## src/rtl/prg_uploader_pkg.sv

```systemverilog
// Shared constants, FSM states and stream beat type for the PRG uploader and loader.
package prg_uploader_pkg;

    localparam int unsigned ADDR_W = 16;
    localparam int unsigned DATA_W = 8;

    localparam logic [ADDR_W-1:0] TXTTAB_ADDR_DEF = 16'h0028;
    localparam logic [ADDR_W-1:0] VARTAB_ADDR_DEF = 16'h002A;
    localparam logic [ADDR_W-1:0] MEM_TOP_DEF     = 16'h8000;

    typedef enum logic [2:0] {
        S_IDLE,
        S_PTR,
        S_CHECK,
        S_HDR,
        S_FETCH,
        S_SEND,
        S_FINISH
    } state_e;

    typedef struct packed {
        logic [ADDR_W-1:0] index;
        logic [DATA_W-1:0] data;
    } prg_beat_t;

    // Pointer bytes are read as TXTTAB, TXTTAB+1, VARTAB, VARTAB+1.
    function automatic logic [ADDR_W-1:0] ptr_read_addr(input logic [1:0] idx,
                                                        input logic [ADDR_W-1:0] txttab,
                                                        input logic [ADDR_W-1:0] vartab);
        return (idx[1] ? vartab : txttab) + ADDR_W'(idx[0]);
    endfunction

endpackage

```

## src/rtl/prg_mem_fetch.sv

```systemverilog
// Single-byte read engine for a registered-output SRAM with two-edge read latency.
module prg_mem_fetch
    import prg_uploader_pkg::*;
(
    input  logic              clk,
    input  logic              reset,
    input  logic              flush,
    input  logic              req,
    input  logic [ADDR_W-1:0] addr,
    output logic [ADDR_W-1:0] mem_addr,
    output logic              mem_rd,
    input  logic [DATA_W-1:0] mem_din,
    output logic [DATA_W-1:0] byte_data,
    output logic              byte_valid
);

    logic rd_d1;

    // mem_din is sampled on the second edge after mem_rd rises; flush kills any read in flight.
    always_ff @(posedge clk or posedge reset) begin
        if (reset) begin
            mem_addr   <= '0;
            mem_rd     <= 1'b0;
            rd_d1      <= 1'b0;
            byte_valid <= 1'b0;
            byte_data  <= '0;
        end else begin
            mem_rd     <= req && !flush;
            rd_d1      <= mem_rd && !flush;
            byte_valid <= rd_d1 && !flush;
            if (req && !flush) begin
                mem_addr <= addr;
            end
            if (rd_d1) begin
                byte_data <= mem_din;
            end
        end
    end

endmodule

```

## src/rtl/prg_uploader.sv

```systemverilog
// Dumps the resident BASIC program (TXTTAB..VARTAB) as a PRG byte stream with a 2-byte load-address header.
module prg_uploader
    import prg_uploader_pkg::*;
#(
    parameter logic [ADDR_W-1:0] TXTTAB_ADDR = TXTTAB_ADDR_DEF,
    parameter logic [ADDR_W-1:0] VARTAB_ADDR = VARTAB_ADDR_DEF,
    parameter logic [ADDR_W-1:0] MEM_TOP     = MEM_TOP_DEF
) (
    input  logic              clk,
    input  logic              reset,
    input  logic              start,
    input  logic              abort,
    output logic [ADDR_W-1:0] mem_addr,
    output logic              mem_rd,
    input  logic [DATA_W-1:0] mem_din,
    output logic [DATA_W-1:0] out_data,
    output logic              out_valid,
    input  logic              out_ready,
    output logic [ADDR_W-1:0] out_index,
    output logic              busy,
    output logic              done,
    output logic              error
);

    state_e            state_q, state_nxt;
    logic [1:0]        ptr_idx_q, ptr_idx_nxt;
    logic              pend_q, pend_nxt;
    logic [ADDR_W-1:0] start_ptr_q, start_ptr_nxt;
    logic [ADDR_W-1:0] end_ptr_q, end_ptr_nxt;
    logic [ADDR_W-1:0] addr_q, addr_nxt;
    prg_beat_t         beat_q, beat_nxt;
    logic              out_valid_nxt, busy_nxt, done_nxt, error_nxt;

    logic              fetch_req_c;
    logic              flush_c;
    logic [ADDR_W-1:0] fetch_addr_c;
    logic [DATA_W-1:0] byte_data;
    logic              byte_valid;

    assign out_data  = beat_q.data;
    assign out_index = beat_q.index;

    prg_mem_fetch u_fetch (
        .clk        (clk),
        .reset      (reset),
        .flush      (flush_c),
        .req        (fetch_req_c),
        .addr       (fetch_addr_c),
        .mem_addr   (mem_addr),
        .mem_rd     (mem_rd),
        .mem_din    (mem_din),
        .byte_data  (byte_data),
        .byte_valid (byte_valid)
    );

    always_ff @(posedge clk or posedge reset) begin
        if (reset) begin
            state_q     <= S_IDLE;
            ptr_idx_q   <= '0;
            pend_q      <= 1'b0;
            start_ptr_q <= '0;
            end_ptr_q   <= '0;
            addr_q      <= '0;
            beat_q      <= '0;
            out_valid   <= 1'b0;
            busy        <= 1'b0;
            done        <= 1'b0;
            error       <= 1'b0;
        end else begin
            state_q     <= state_nxt;
            ptr_idx_q   <= ptr_idx_nxt;
            pend_q      <= pend_nxt;
            start_ptr_q <= start_ptr_nxt;
            end_ptr_q   <= end_ptr_nxt;
            addr_q      <= addr_nxt;
            beat_q      <= beat_nxt;
            out_valid   <= out_valid_nxt;
            busy        <= busy_nxt;
            done        <= done_nxt;
            error       <= error_nxt;
        end
    end

    always_comb begin
        state_nxt     = state_q;
        ptr_idx_nxt   = ptr_idx_q;
        pend_nxt      = pend_q;
        start_ptr_nxt = start_ptr_q;
        end_ptr_nxt   = end_ptr_q;
        addr_nxt      = addr_q;
        beat_nxt      = beat_q;
        out_valid_nxt = out_valid;
        done_nxt      = 1'b0;
        error_nxt     = 1'b0;
        fetch_req_c   = 1'b0;
        fetch_addr_c  = addr_q;
        flush_c       = 1'b0;

        case (state_q)
            S_IDLE: begin
                out_valid_nxt = 1'b0;
                if (start && !abort) begin
                    state_nxt   = S_PTR;
                    ptr_idx_nxt = '0;
                    pend_nxt    = 1'b0;
                end
            end
            S_PTR: begin
                if (byte_valid) begin
                    case (ptr_idx_q)
                        2'd0:    start_ptr_nxt[7:0]  = byte_data;
                        2'd1:    start_ptr_nxt[15:8] = byte_data;
                        2'd2:    end_ptr_nxt[7:0]    = byte_data;
                        default: end_ptr_nxt[15:8]   = byte_data;
                    endcase
                    pend_nxt    = 1'b0;
                    ptr_idx_nxt = 2'(ptr_idx_q + 2'd1);
                    if (ptr_idx_q == 2'd3) begin
                        state_nxt = S_CHECK;
                    end
                end else if (!pend_q) begin
                    fetch_req_c  = 1'b1;
                    fetch_addr_c = ptr_read_addr(ptr_idx_q, TXTTAB_ADDR, VARTAB_ADDR);
                    pend_nxt     = 1'b1;
                end
            end
            S_CHECK: begin
                if (end_ptr_q <= start_ptr_q || end_ptr_q > MEM_TOP) begin
                    error_nxt = 1'b1;
                    state_nxt = S_IDLE;
                end else begin
                    state_nxt     = S_HDR;
                    addr_nxt      = start_ptr_q;
                    beat_nxt      = '{index: '0, data: start_ptr_q[7:0]};
                    out_valid_nxt = 1'b1;
                end
            end
            S_HDR: begin
                if (out_ready) begin
                    if (beat_q.index == '0) begin
                        beat_nxt = '{index: ADDR_W'(1), data: start_ptr_q[15:8]};
                    end else begin
                        out_valid_nxt = 1'b0;
                        pend_nxt      = 1'b0;
                        state_nxt     = S_FETCH;
                    end
                end
            end
            S_FETCH: begin
                if (byte_valid) begin
                    beat_nxt      = '{index: ADDR_W'(beat_q.index + ADDR_W'(1)), data: byte_data};
                    out_valid_nxt = 1'b1;
                    pend_nxt      = 1'b0;
                    state_nxt     = S_SEND;
                end else if (!pend_q) begin
                    fetch_req_c = 1'b1;
                    pend_nxt    = 1'b1;
                end
            end
            S_SEND: begin
                if (out_ready) begin
                    out_valid_nxt = 1'b0;
                    addr_nxt      = ADDR_W'(addr_q + ADDR_W'(1));
                    if (ADDR_W'(addr_q + ADDR_W'(1)) == end_ptr_q) begin
                        done_nxt  = 1'b1;
                        state_nxt = S_FINISH;
                    end else begin
                        state_nxt = S_FETCH;
                    end
                end
            end
            S_FINISH: begin
                state_nxt = S_IDLE;
            end
            default: begin
                state_nxt = S_IDLE;
            end
        endcase

        // Abort overrides everything decided above, including a same-cycle handshake.
        if (abort && state_q != S_IDLE) begin
            state_nxt     = S_IDLE;
            out_valid_nxt = 1'b0;
            done_nxt      = 1'b0;
            error_nxt     = 1'b0;
            pend_nxt      = 1'b0;
            fetch_req_c   = 1'b0;
            flush_c       = 1'b1;
        end

        busy_nxt = (state_nxt != S_IDLE);
    end

endmodule
```

## config.mk

```make
export PLATFORM = sky130hd
export DESIGN_NAME = prg_uploader
export DESIGN_NICKNAME = d
export VERILOG_FILES = /design/src/rtl/prg_uploader_pkg.sv /design/src/rtl/prg_mem_fetch.sv /design/src/rtl/prg_uploader.sv
export SDC_FILE = /design/constraint.sdc
export NUM_CORES = 1
export LEC_CHECK = 0
export CORE_MARGIN = 3
export CORE_UTILIZATION = 25
export DETAILED_ROUTE_END_ITERATION = 7
export GPL_ROUTABILITY_DRIVEN = 0
export PLACE_DENSITY_LB_ADDON = 0.3
export SLEW_MARGIN = 30
export SYNTH_ARGS = -nofsm -noshare
export SYNTH_HDL_FRONTEND = slang
export SYNTH_SLANG_ARGS = --single-unit
```

## constraint.sdc

```tcl
create_clock -name clk -period 5.28 [get_ports clk]
set_input_delay 0.528 -clock clk [delete_from_list [all_inputs] [get_ports clk]]
set_output_delay 0.528 -clock clk [all_outputs]
set_load 0.01 [all_outputs]
```

* After elaboration in Yosys (flattened, before gate mapping)
Index checks and enable logic that the tools add are counted.
** Storage, ports and cells
- Output and inout bits :: 45
- Input bits :: 13
- Flip-flop bits (word level) :: 109
- Word-level logic and storage cells :: 126
** Cells by class
- Eq/ne operators :: 22
- Reduce and logical (&&, ||, !) cells :: 29
- $lt $le $gt $ge :: 2
- Muxes and demuxes :: 49
- $add $sub $neg :: 4
- Bitwise gates (word level) :: 1
** Operators by type and width (count)
- 2-to-1 mux 24 bit :: 4
- 2-to-1 mux 16 bit :: 5
- case mux 24 bit (3 select lines) :: 1
- adder 16 x 1 -> 16 bit (second input constant) :: 2
- case mux 16 bit (2 select lines) :: 1
- 2-to-1 mux 3 bit :: 8
- 2-to-1 mux 1 bit :: 21
- case mux 3 bit (6 select lines) :: 1
- AND reduction 3 bit :: 6
- equality test 16 bit :: 1
- greater-than comparator 16 bit (second input constant) :: 1
- <= comparator 16 bit :: 1
- zero test 16 bit :: 1
- inequality test 3 bit (second input constant) :: 5
- 2-to-1 mux 2 bit :: 5
- inequality test 2 bit (second input constant) :: 5
- nonzero test 3 bit :: 3
- adder 6 x 1 -> 7 bit :: 1
- equality test 3 x 2 -> 1 bit (second input constant) :: 2
- equality test 3 bit (second input constant) :: 2
- AND reduction 6 bit :: 1
- nonzero test 6 bit :: 1
- logical AND 1 bit :: 5
- case mux 1 bit (5 select lines) :: 1
- 19 further kinds :: 23

* Longest topological paths before layout
- Depth in word-level cells :: 7
- Depth in mapped cells :: 10
- Mapped depth without buffers :: 9

* Modules after synthesis
From an unflattened synthesis, not the netlist that was laid out.
** Second synthesis, totals
- Cell total of the unflattened synthesis :: 625
- Area, all modules :: 6214.7 sq um
** Modules (own cells, without submodules)
- prg_uploader :: cells each 567, area an instance 5181.2 sq um, instances 1, sequential area each 2052.0 sq um
- prg_mem_fetch :: cells each 58, area an instance 1033.5 sq um, instances 1, sequential area each 675.6 sq um

* Worst setup path before layout
No wires, ideal clock.
- Kind :: register -> register
- From :: register start_ptr_q[5]
- To :: register addr_q[11]
- Data required time :: 5152 ps
- Buffers on the path :: 1
- Slack :: 2965 ps
- Stages on the path, launching flop included :: 11
- Period minus slack after synthesis :: 2315 ps
- Setup time :: 128 ps
- Arrival time :: 2187 ps
- Cell sequence :: dfrtp_1 -> inv_1 -> ha_1 -> a21oi_1 -> o21ai_0 -> a221o_1 -> o311ai_2 -> nand2_2 -> buf_2 -> a21oi_1 -> a21oi_1
** Between the ends
- Cells in the longest elaborated chain, start to end :: 4
** RTL lines
- start: declaration :: line prg_uploader.sv:28 : logic [ADDR_W-1:0] start_ptr_q, start_ptr_nxt;
- start signal: assignment :: line prg_uploader.sv:73 : start_ptr_q <= start_ptr_nxt;
- <= comparator 16 bit :: line prg_uploader.sv:128 : if (end_ptr_q <= start_ptr_q || end_ptr_q > MEM_TOP) begin
- logical OR 1 bit :: line prg_uploader.sv:128
- inequality test 2 bit (no source line)
- AND reduction 3 bit (no source line)
- end signal: assignment :: line prg_uploader.sv:75 : addr_q <= addr_nxt;
- end: declaration :: line prg_uploader.sv:30 : logic [ADDR_W-1:0] addr_q, addr_nxt;
No other way between the ends.
A chain may end at the register's enable or synchronous reset.

* Worst setup path in the final report
- From :: register start_ptr_q[5]
- To :: register beat_q, in the netlist out_index[4]
** Between the ends
- Cells in the longest elaborated chain, start to end :: 4
** RTL lines
- <= comparator 16 bit :: line prg_uploader.sv:128
- logical OR 1 bit :: line prg_uploader.sv:128
- inequality test 2 bit (no source line)
- AND reduction 5 bit (no source line)
- end signal: assignment :: line prg_uploader.sv:76 : beat_q <= beat_nxt;
- end: declaration :: line prg_uploader.sv:31 : prg_beat_t beat_q, beat_nxt;
No other way between the ends.

==> impl_metrics.tcl <==
set metrics [dict create \
    cts_tree "built" \
    irDropWorstVdd_mv 0.186 \
    numPortBuffers 57 \
    ys_warn_count 0 \
    setup_slack_ns 2.36 \
    fmax_mhz 343 \
    end_kind "flip-flop" \
    antenna_found_initial 0 \
    via_per_inst 4.97 \
    slowest_stage "nor2_4" \
    critPathMaxFanout 34 \
    yosysSeqAreaShare 0.443 \
    clock_latency_ns 0.36 \
    dieArea_um2 26500 \
    cts_root_buf "clkbuf_16" \
    slew_headroom 0.376 \
    pre_cts_slack_ns 2.36 \
    leakagePower_nw 3.09 \
    cts.sinks 109 \
    ys_types 58 \
    drt_first_pass_iters 6 \
    path_delay_family "compound AO/OA/AOI/OAI gates" \
    clk_pin_slew_ns 0.08 \
    yosys.area.top_type "dfrtp_1" \
    cp.required_ns 5.55 \
    finalSetupViolations 0 \
    rsz0062_at_grt "false" \
    status "complete, no violations" \
    htree_levels 3 \
    path_cells "inv_1 -> ha_1 -> a21oi_1 -> o21ai_0 -> a221o_1 -> o311a_2 -> nor2_4 -> o21ai_1 -> o31ai_1" \
    cts_buffers 9 \
    synth_nets 711 \
    cap_violations 0 \
    postRouteAntennaNets 0 \
    grt_pass1_vias 4839 \
    worstSetupStartpointType "flip-flop" \
    power.density_nw_per_um2 313 \
    nNetsFinal 742 \
    core_um2 23800 \
    ctsLongestPathBuffers 2 \
    cp_slowest_stage_delay_ns 0.60 \
    post-route-period-util 0.553 \
    post_cts_buffers 0 \
    track_usage 0.133 \
    synth-edff-count 0 \
    start_util 0.258 \
    synth_area_leaders "dfrtp_1 44%, mux2_2 7.5%, nand2_1 5.7%" \
    grt_pass1_wl_um 28000 \
    wl_per_cell_um 16.8 \
    tightest_slew_ns 0.932 \
    critPathKind "reg -> reg" \
    synth-seq-cells 109 \
    drt-total-wl_um 17300 \
    diodes 0 \
    syn_to_final_growth_pct 18.8 \
    drt_iter0_markers 377 \
    io_pins 58 \
    finalSetupTns_ns 0 \
    fp.dieW_um 163 \
    num-fill-cells 2524 \
    die_h_um 163 \
    drive_above_1_share 0.101 \
    gr-total-overflow 0 \
    arrival_ns 3.19 \
    hp-class "reg -> reg" \
    post-dp-hpwl_um 12600 \
    skew_ns 0.0170 \
    period_needed_ns 2.92 \
    finalHoldViolCount 0 \
    path_buf_inv 1 \
    syn_inst 675 \
    vias 5120 \
    ctsResizeCount 0 \
    grt_max_degree 76 \
    num_rows 56 \
    async_flop_share 1.00 \
    synth_ff_type "dfrtp_1" \
    avgSynthCellArea_um2 9.12 \
    slew_viol_final 0 \
    yosys.area.top_type_share 0.443 \
    cts_hold_buf 0 \
    synth_area_um2 6160 \
    drcViolationCount 0 \
]
stage by stage:
step,total power [W],hold slack [ns],cells,cell area (um^2),utilization
finish,0.00229,0.470,1030,7310,0.307
global placement,0.00154,0.455,1014,6980,0.293
CTS,0.00232,0.475,1030,7310,0.307
global route,0.00242,0.493,1030,7310,0.307
floorplan,0.00133,0.438,675,6160,-
detailed placement,0.00155,0.459,1014,6980,0.293
kinds of logic (layout without fill, tap and decap cells):
kind of cell / Yosys count / count (layout) / synth area share
AND/OR/NAND/NOR: 239 / 239 / 0.189
AO/OA/AOI/OAI: 172 / 172 / 0.167
flip-flops: 109 / 109 / 0.443
buffers and inverters: 67 / 103 / 0.0443
multiplexers: 44 / 44 / 0.0799
adder cells (fa/ha/maj): 23 / 23 / 0.0467
XOR/XNOR: 21 / 21 / 0.0299
worst paths after layout:
kind,from,to,slack [ns],cells after the start
max in group asynchronous,reset,u_fetch.mem_addr[5],3.65,3
worst min-delay path,u_fetch.mem_addr[4],u_fetch.mem_addr[4],0.47,2
worst min register to register,u_fetch.mem_addr[4],u_fetch.mem_addr[4],0.47,2
min in group asynchronous,reset,out_data[7],0.67,2
worst max register to register,start_ptr_q[5],out_index[4],2.36,9
worst max-delay path,start_ptr_q[5],out_index[4],2.36,9
cells in the mapped netlist (2+ instances only):
| library cell | count |
|---|---|
| dfrtp_1 | 109 |
| nand2_1 | 93 |
| a21oi_1 | 52 |
| mux2_2 | 41 |
| o21ai_1 | 36 |
| nor2_1 | 34 |
| nand3_1 | 30 |
| inv_1 | 26 |
| o21ai_0 | 26 |
| clkbuf_1 | 23 |
| ha_1 | 23 |
| xnor2_1 | 15 |
| buf_2 | 14 |
| and3_1 | 11 |
| nor2b_1 | 11 |
| a22o_1 | 10 |
| nor3_1 | 10 |
| and2_1 | 9 |
| nand4_1 | 9 |
| nor4_1 | 9 |
| o22ai_1 | 9 |
| a31oi_1 | 7 |
| xor2_1 | 6 |
| o31ai_1 | 5 |
| a211oi_1 | 4 |
| o311ai_0 | 4 |
| and4_1 | 3 |
| mux2i_1 | 3 |
| nand2b_1 | 3 |
| nor3b_1 | 3 |
| o211ai_1 | 3 |
| a21o_1 | 2 |
| a221oi_1 | 2 |
| a22oi_1 | 2 |
| inv_2 | 2 |
| or2_1 | 2 |
| or2_2 | 2 |
| or3_1 | 2 |
cell usage in the layout (no fill, tap or decap), types with 3 or more instances in the layout:
| cell type | count |
|---|---|
| dfrtp_1 | 108 |
| nand2_1 | 93 |
| clkdlybuf4s50_1 | 57 |
| a21oi_1 | 52 |
| mux2_2 | 41 |
| o21ai_1 | 36 |
| nor2_1 | 34 |
| nand3_1 | 30 |
| o21ai_0 | 26 |
| inv_1 | 25 |
| ha_1 | 23 |
| xnor2_1 | 15 |
| nor2b_1 | 11 |
| and3_1 | 11 |
| nor3_1 | 10 |
| a22o_1 | 10 |
| nand4_1 | 9 |
| and2_1 | 9 |
| o22ai_1 | 9 |
| nor4_1 | 9 |
| clkbuf_16 | 9 |
| a31oi_1 | 7 |
| xor2_1 | 6 |
| o31ai_1 | 5 |
| a211oi_1 | 4 |
| o311ai_0 | 4 |
| mux2i_1 | 3 |
| nand2b_1 | 3 |
| o211ai_1 | 3 |
| and4_1 | 3 |
| nor3b_1 | 3 |
| inv_6 | 3 |
power breakdown:
part	internal, W	total [W]	switching [W]
registers	0.000929	0.00109	0.000158
logic	0.000208	0.000442	0.000234
clock network	0.000424	0.000758	0.000334
tightest hold or removal path, cell delays in order, from the launching register on:
cell and delay [ns]:
dfrtp_1 0.34, nand2_1 0.05, nand2_1 0.05
flip-flops by register name, summed over array words and instances, names as in the netlist:
signal              count
addr_q                 16
end_ptr_q              16
out_index              16
start_ptr_q            16
u_fetch.mem_addr       16
out_data                8
u_fetch.byte_data       8
state_q                 3
ptr_idx_q               2
busy                    1
done                    1
error                   1
out_valid               1
pend_q                  1
u_fetch.byte_valid      1
u_fetch.mem_rd          1
u_fetch.rd_d1           1
layout make-up:
cell class / instances / area (um^2) / share of cell area
Clock buffer: 9 / 225 / 0.0308
Clock inverter: 7 / 108 / 0.0147
Inverter: 28 / 110 / 0.0151
Multi-Input combinational cell: 499 / 3160 / 0.432
Sequential cell: 109 / 2730 / 0.373
Tap cell: 319 / 399 / 0.0546
Timing Repair Buffer: 59 / 586 / 0.0801
layer usage:
| metal | vias up | share of wire | global-route usage | wire [um] |
|---|---|---|---|---|
| met3 | 8 | 0.051 | 0.0262 | 890 |
| met5 | - | 0 | 0 | 0 |
| met4 | 0 | 0.011 | 0.0342 | 189 |
| li1 | 2466 | - | - | - |
| met2 | 131 | 0.47 | 0.207 | 8090 |
| met1 | 2515 | 0.47 | 0.191 | 8140 |
Power figures use the tool's default switching activity.
